<file path="src/rtl/regfile_writeback_pkg.sv">
// Shared definitions for the register-file write-back slice: widths,
// register reset value and the debug write FSM encoding.
package regfile_writeback_pkg;

  localparam int REG_ADDR_W = 5;
  localparam int DATA_W     = 32;

  localparam logic [DATA_W-1:0] REG_RESET_VAL = '0;

  typedef enum logic [1:0] {
    IDLE      = 2'd0,
    ACK       = 2'd1,
    WAIT_DROP = 2'd2
  } dbg_state_t;

endpackage

</file>
<file path="src/rtl/regfile_writeback_array.sv">
// 32 x DATA_W register storage: one synchronous write port, two
// asynchronous read ports, asynchronous clear of every entry.
module regfile_writeback_array #(
  parameter int DATA_W = regfile_writeback_pkg::DATA_W,
  parameter int NREGS  = 32
) (
  input  logic                                   CLK,
  input  logic                                   RESET,
  input  logic                                   we,
  input  logic [regfile_writeback_pkg::REG_ADDR_W-1:0] waddr,
  input  logic [DATA_W-1:0]                      wdata,
  input  logic [regfile_writeback_pkg::REG_ADDR_W-1:0] raddr1,
  input  logic [regfile_writeback_pkg::REG_ADDR_W-1:0] raddr2,
  output logic [DATA_W-1:0]                      rdata1,
  output logic [DATA_W-1:0]                      rdata2
);
  import regfile_writeback_pkg::*;

  logic [DATA_W-1:0] regs [NREGS];

  // Clear every entry on reset, otherwise perform the single write
  always_ff @(posedge CLK or posedge RESET) begin
    if (RESET) begin
      for (int i = 0; i < NREGS; i++) begin
        regs[i] <= DATA_W'(REG_RESET_VAL);
      end
    end else if (we) begin
      regs[waddr] <= wdata;
    end
  end

  assign rdata1 = regs[raddr1];
  assign rdata2 = regs[raddr2];

endmodule

</file>
<file path="src/rtl/regfile_writeback.sv">
// Write side of the MIPS register file: a one-entry write-back stage that
// commits to the array one edge after capture, forwarded read ports, a
// req/ack debug write port and a commit counter.
module regfile_writeback #(
  parameter int DATA_W         = regfile_writeback_pkg::DATA_W,
  parameter int NREGS          = 32,
  parameter int ZERO_HARDWIRED = 0
) (
  input  logic                                   CLK,
  input  logic                                   RESET,
  input  logic                                   wb_valid,
  input  logic                                   RegWrite,
  input  logic                                   MemtoReg,
  input  logic [regfile_writeback_pkg::REG_ADDR_W-1:0] WriteReg,
  input  logic [DATA_W-1:0]                      ALUOut,
  input  logic [DATA_W-1:0]                      MemData,
  input  logic [regfile_writeback_pkg::REG_ADDR_W-1:0] ReadReg1,
  input  logic [regfile_writeback_pkg::REG_ADDR_W-1:0] ReadReg2,
  output logic [DATA_W-1:0]                      A,
  output logic [DATA_W-1:0]                      B,
  input  logic                                   dbg_req,
  input  logic [regfile_writeback_pkg::REG_ADDR_W-1:0] dbg_addr,
  input  logic [DATA_W-1:0]                      dbg_data,
  output logic                                   dbg_ack,
  output logic [31:0]                            commit_count
);
  import regfile_writeback_pkg::*;

  dbg_state_t dbg_state, dbg_next;

  logic                  stage_valid;
  logic [REG_ADDR_W-1:0] stage_dest;
  logic [DATA_W-1:0]     stage_data;
  logic [31:0]           commit_cnt;

  logic                  zero_wb;
  logic                  zero_dbg;
  logic                  capture;
  logic                  dbg_write;
  logic                  arr_we;
  logic [REG_ADDR_W-1:0] arr_waddr;
  logic [DATA_W-1:0]     arr_wdata;
  logic [DATA_W-1:0]     rd1;
  logic [DATA_W-1:0]     rd2;

  // With a hardwired zero register, writes aimed at reg 0 are dropped
  // before they reach the stage, so they never commit or count.
  assign zero_wb  = (ZERO_HARDWIRED != 0) && (WriteReg == '0);
  assign zero_dbg = (ZERO_HARDWIRED != 0) && (dbg_addr == '0);
  assign capture  = wb_valid && RegWrite && !zero_wb;

  // Write-back stage register; a reset discards any pending result
  always_ff @(posedge CLK or posedge RESET) begin
    if (RESET) begin
      stage_valid <= 1'b0;
      stage_dest  <= '0;
      stage_data  <= '0;
    end else begin
      stage_valid <= capture;
      if (capture) begin
        stage_dest <= WriteReg;
        stage_data <= MemtoReg ? MemData : ALUOut;
      end
    end
  end

  // Count every stage commit; wraps naturally at 2^32
  always_ff @(posedge CLK or posedge RESET) begin
    if (RESET) begin
      commit_cnt <= '0;
    end else if (stage_valid) begin
      commit_cnt <= commit_cnt + 32'd1;
    end
  end

  assign commit_count = commit_cnt;

  // Debug FSM state register
  always_ff @(posedge CLK or posedge RESET) begin
    if (RESET) begin
      dbg_state <= IDLE;
    end else begin
      dbg_state <= dbg_next;
    end
  end

  // Debug FSM: writes only while the stage is empty, so it never collides with a commit
  always_comb begin
    dbg_next  = dbg_state;
    dbg_write = 1'b0;
    dbg_ack   = 1'b0;
    case (dbg_state)
      IDLE: begin
        if (dbg_req && !stage_valid) begin
          dbg_write = 1'b1;
          dbg_next  = ACK;
        end
      end
      ACK: begin
        dbg_ack  = 1'b1;
        dbg_next = WAIT_DROP;
      end
      WAIT_DROP: begin
        if (!dbg_req) begin
          dbg_next = IDLE;
        end
      end
      default: dbg_next = IDLE;
    endcase
  end

  // Single array write port shared by stage commit and debug write
  always_comb begin
    arr_we    = 1'b0;
    arr_waddr = stage_dest;
    arr_wdata = stage_data;
    if (stage_valid) begin
      arr_we = 1'b1;
    end else if (dbg_write && !zero_dbg) begin
      arr_we    = 1'b1;
      arr_waddr = dbg_addr;
      arr_wdata = dbg_data;
    end
  end

  regfile_writeback_array #(
    .DATA_W (DATA_W),
    .NREGS  (NREGS)
  ) u_array (
    .CLK    (CLK),
    .RESET  (RESET),
    .we     (arr_we),
    .waddr  (arr_waddr),
    .wdata  (arr_wdata),
    .raddr1 (ReadReg1),
    .raddr2 (ReadReg2),
    .rdata1 (rd1),
    .rdata2 (rd2)
  );

  // Read ports forward the pending stage result ahead of the array
  always_comb begin
    A = rd1;
    B = rd2;
    if (stage_valid && stage_dest == ReadReg1) A = stage_data;
    if (stage_valid && stage_dest == ReadReg2) B = stage_data;
    if ((ZERO_HARDWIRED != 0) && ReadReg1 == '0) A = '0;
    if ((ZERO_HARDWIRED != 0) && ReadReg2 == '0) B = '0;
  end

endmodule

</file>
<file path="config.mk">
export PLATFORM = sky130hd
export DESIGN_NAME = regfile_writeback
export DESIGN_NICKNAME = d
export VERILOG_FILES = /design/src/rtl/regfile_writeback_pkg.sv /design/src/rtl/regfile_writeback_array.sv /design/src/rtl/regfile_writeback.sv
export SDC_FILE = /design/constraint.sdc
export NUM_CORES = 2
export LEC_CHECK = 0
export BUFFER_PORTS_ARGS = -buffer_cell sky130_fd_sc_hd__buf_2
export CAP_MARGIN = 5
export CORE_AREA = 8 8 318 320
export CTS_CLUSTER_SIZE = 24
export DETAILED_ROUTE_END_ITERATION = 8
export DIE_AREA = 0 0 326 328
export PLACE_DENSITY = 0.84
export SETUP_SLACK_MARGIN = 0.15
export SKIP_CTS_REPAIR_TIMING = 1
export SKIP_LAST_GASP = 1
export SLEW_MARGIN = 10
export SYNTH_ARGS = -nofsm -noshare
export SYNTH_HDL_FRONTEND = slang
export SYNTH_SLANG_ARGS = --single-unit
</file>
<file path="constraint.sdc">
create_clock -name CLK -period 46.6 [get_ports CLK]
set_input_delay 4.66 -clock CLK [delete_from_list [all_inputs] [get_ports CLK]]
set_output_delay 4.66 -clock CLK [all_outputs]
set_load 0.01 [all_outputs]
</file>
==> results.toml <==
[logic_synthesis]
yosys_warnings = 0
ys_ff_latch = 1096
syn_avg_cell_area_sq_um = 9.70
synth_area_sq_um = 57300
yosysUniqueCellTypes = 44
syn-num-nets = 6028
yosysSeqAreaShare_pct = 47.9
synth_cells = 5905

[worst_setup_path]
critPathMostFrequentCell = "buf_4"
r2r_cells = 9
r2r-start = "stage_valid"
cp_top_family = "buffers and inverters"
worstSetupEndpointType = "primary output"
cp.required_ps = 41940
crit_buf_inv = 6
crit_chain = "buf_8, buf_4, buf_4, buf_4, buf_4, xnor2_1, and3_4, o41ai_1, buf_2"
cpPeakStageDelay_ps = 1010
arrival_ps = 10960
r2r_setup_slack_ps = 40830
critPathSlowestCell = "buf_4"
path_max_fanout = 102
r2r_end = "u_array.regs[706]"
start_kind = "input port"
critPathKind = "input port to primary output"

[sta]
final.min_clock_period_ps = 15620
finalCritPeriodShare_pct = 33.5
tightest_slew_ps = 1260
final.setup.tns_ps = 0
fmax_ghz = 0.0640
setup_viol = 0
relSlewSlack_pct = 15.9
final_hold_viol_count = 0
rsz0062_at_grt = "no"
drv_slew = 0
skew_ps = 23.9

[drt]
vias = 49283
drcViolationCount = 0
routed_wirelength_microns = 189000
vias_per_cell = 6.91
wire_per_inst_microns = 26.5
dr.pass1.iters = 6
antenna_left = 0
drtIter0Drc = 7002

[floorplanning]
die-area_sq_um = 107000
fp.dieW_microns = 326
rows = 114
fp.dieH_microns = 328
ios = 219
fp.coreArea_sq_um = 96000
start_util_pct = 59.7

[global_route]
grt_pass1_wl_microns = 285000
grt_pass1_vias = 48470
gr-total-overflow = 0
antenna_found_initial = 5
grt_max_degree = 153
grtUsageTotal_pct = 33.8

[clocking]
cts_sinks = 1096
htree_levels = 3
ctsLongestPathBuffers = 3
clk-insertion-delay-late_ps = 700
path_clk_slew_ps = 60
cts_made_buffers = 113
cts_root_buf = "clkbuf_16"
cts_tree = "built"

[layout]
fin_util_pct = 65.5
area_delta_synth_final_pct = 9.87
diodes = 0
mostFrequentLayoutCells = "dfrtp_1, mux2i_1, a21oi_1"
final_common_cell = "dfrtp_1"
fin_nets = 5890
final_layout_size_suffix_gt1_share_pct = 10.4

[run_status]
status = "finished, final reports clean"

[run]
drv_cap = 0

[pwr]
leakage_nw = 29.0
p_per_area_nw_per_um2 = 60.7
ir_drop_mv = 0.0343

[min_path]
hold_depth = 1
min_from = "commit_count[31]"
min_path_type = "flop to flop"
hold_path_end = "commit_count[31]"

[placement]
numPortBuffers = 218
dp_hpwl_microns = 99200
gp_congestion = 0.849
[power breakdown]
part | internal [W] | switching, W | leakage [nW]
clock | 0.000571 | 0.000389 | 1.92
combinational | 0.000490 | 0.000619 | 13.5
sequential | 0.00139 | 0.000366 | 13.6
[worst max path at each step]
| stage | startpoint | depth (start not counted) | to |
|---|---|---|---|
| 6_report | ReadReg1[0] | 9 | A[29] |
| 5_1_grt | ReadReg1[0] | 9 | A[29] |
| 4_1_cts | ReadReg1[0] | 9 | A[27] |
| 3_5_place_dp | ReadReg1[0] | 9 | A[27] |
| 3_3_place_gp | ReadReg1[0] | 9 | A[27] |
| 2_1_floorplan | RESET | 1 | commit_count[0] |
[registers in the layout (all words and copies together), names as in the netlist]
name and cells:
stage_valid 1, stage_dest 5, dbg_state 2, stage_data 32, u_array.regs 1024, commit_count 32
[cells in the mapped netlist (all sizes together)]
library cell,n,area (sq um)
a21oi,672,3360
a22o,127,1110
nor3,16,175
inv,2,7.51
o22ai,63,394
nand2b,6,37.5
o41ai,63,552
nand4b,1,8.76
mux2,9,101
a22oi,257,1930
nor2,558,2100
a221oi,126,1100
and4,4,35.0
xnor2,24,210
a211oi,1,7.51
nand2,605,2270
a311oi,1,8.76
o21ai,515,2580
clkbuf,417,1570
nor4,4,40.0
buf,164,742
and3,10,62.6
dfrtp,1096,27400
and2,6,37.5
xor2,17,149
mux2i,1092,11000
nand3,27,135
o21bai,1,7.51
or4,1,7.51
nand4,7,43.8
nor2b,8,50.1
ha,1,12.5
nor3b,1,7.51
or2,2,12.5
nor4b,1,23.8
[final cells by class]
type,count,area [sq um]
Clock buffer,163,3330
Clock inverter,40,588
Fill cell,7138,33100
Inverter,2,15.0
Multi-Input combinational cell,4226,28000
Sequential cell,1096,27400
Tap cell,1276,1600
Timing Repair Buffer,328,1990
[per-layer routing]
metal | share of wire (%) | global-route usage [%]
met5 | 0.013 | 0
met2 | 44 | 51.5
met3 | 13 | 9.37
met4 | 6.1 | 18.7
met1 | 37 | 43.6
[metrics by stage]
step                      cell area [sq um]  total power (W)  setup WS, ps  std cells  hold slack, ps
after floorplan                       57300          0.00249         11080       5905             470
after global placement                59000          0.00272         31380       6928             462
after detailed placement              59000          0.00282         31240       6928             474
after CTS                             62900          0.00379         31240       7131             489
after global routing                  62900          0.00403         30940       7131             499
final                                 62900          0.00382         30980       7131             481
[kinds of logic (layout without fill, tap and decap cells)]
| family | Yosys count | count (layout) | synth area share (%) |
|---|---|---|---|
| xor gates and xnor gates | 41 | 41 | 0.627 |
| AOI/OAI and AO/OA | 1826 | 1826 | 19.3 |
| and+or+nand+nor | 1257 | 1257 | 8.81 |
| buffers and inverters | 583 | 533 | 4.04 |
| muxes | 1101 | 1101 | 19.3 |
| adders and majority gates | 1 | 1 | 0.0218 |
| DFF | 1096 | 1096 | 47.9 |
No activity file was read; power rests on OpenSTA's default activity.
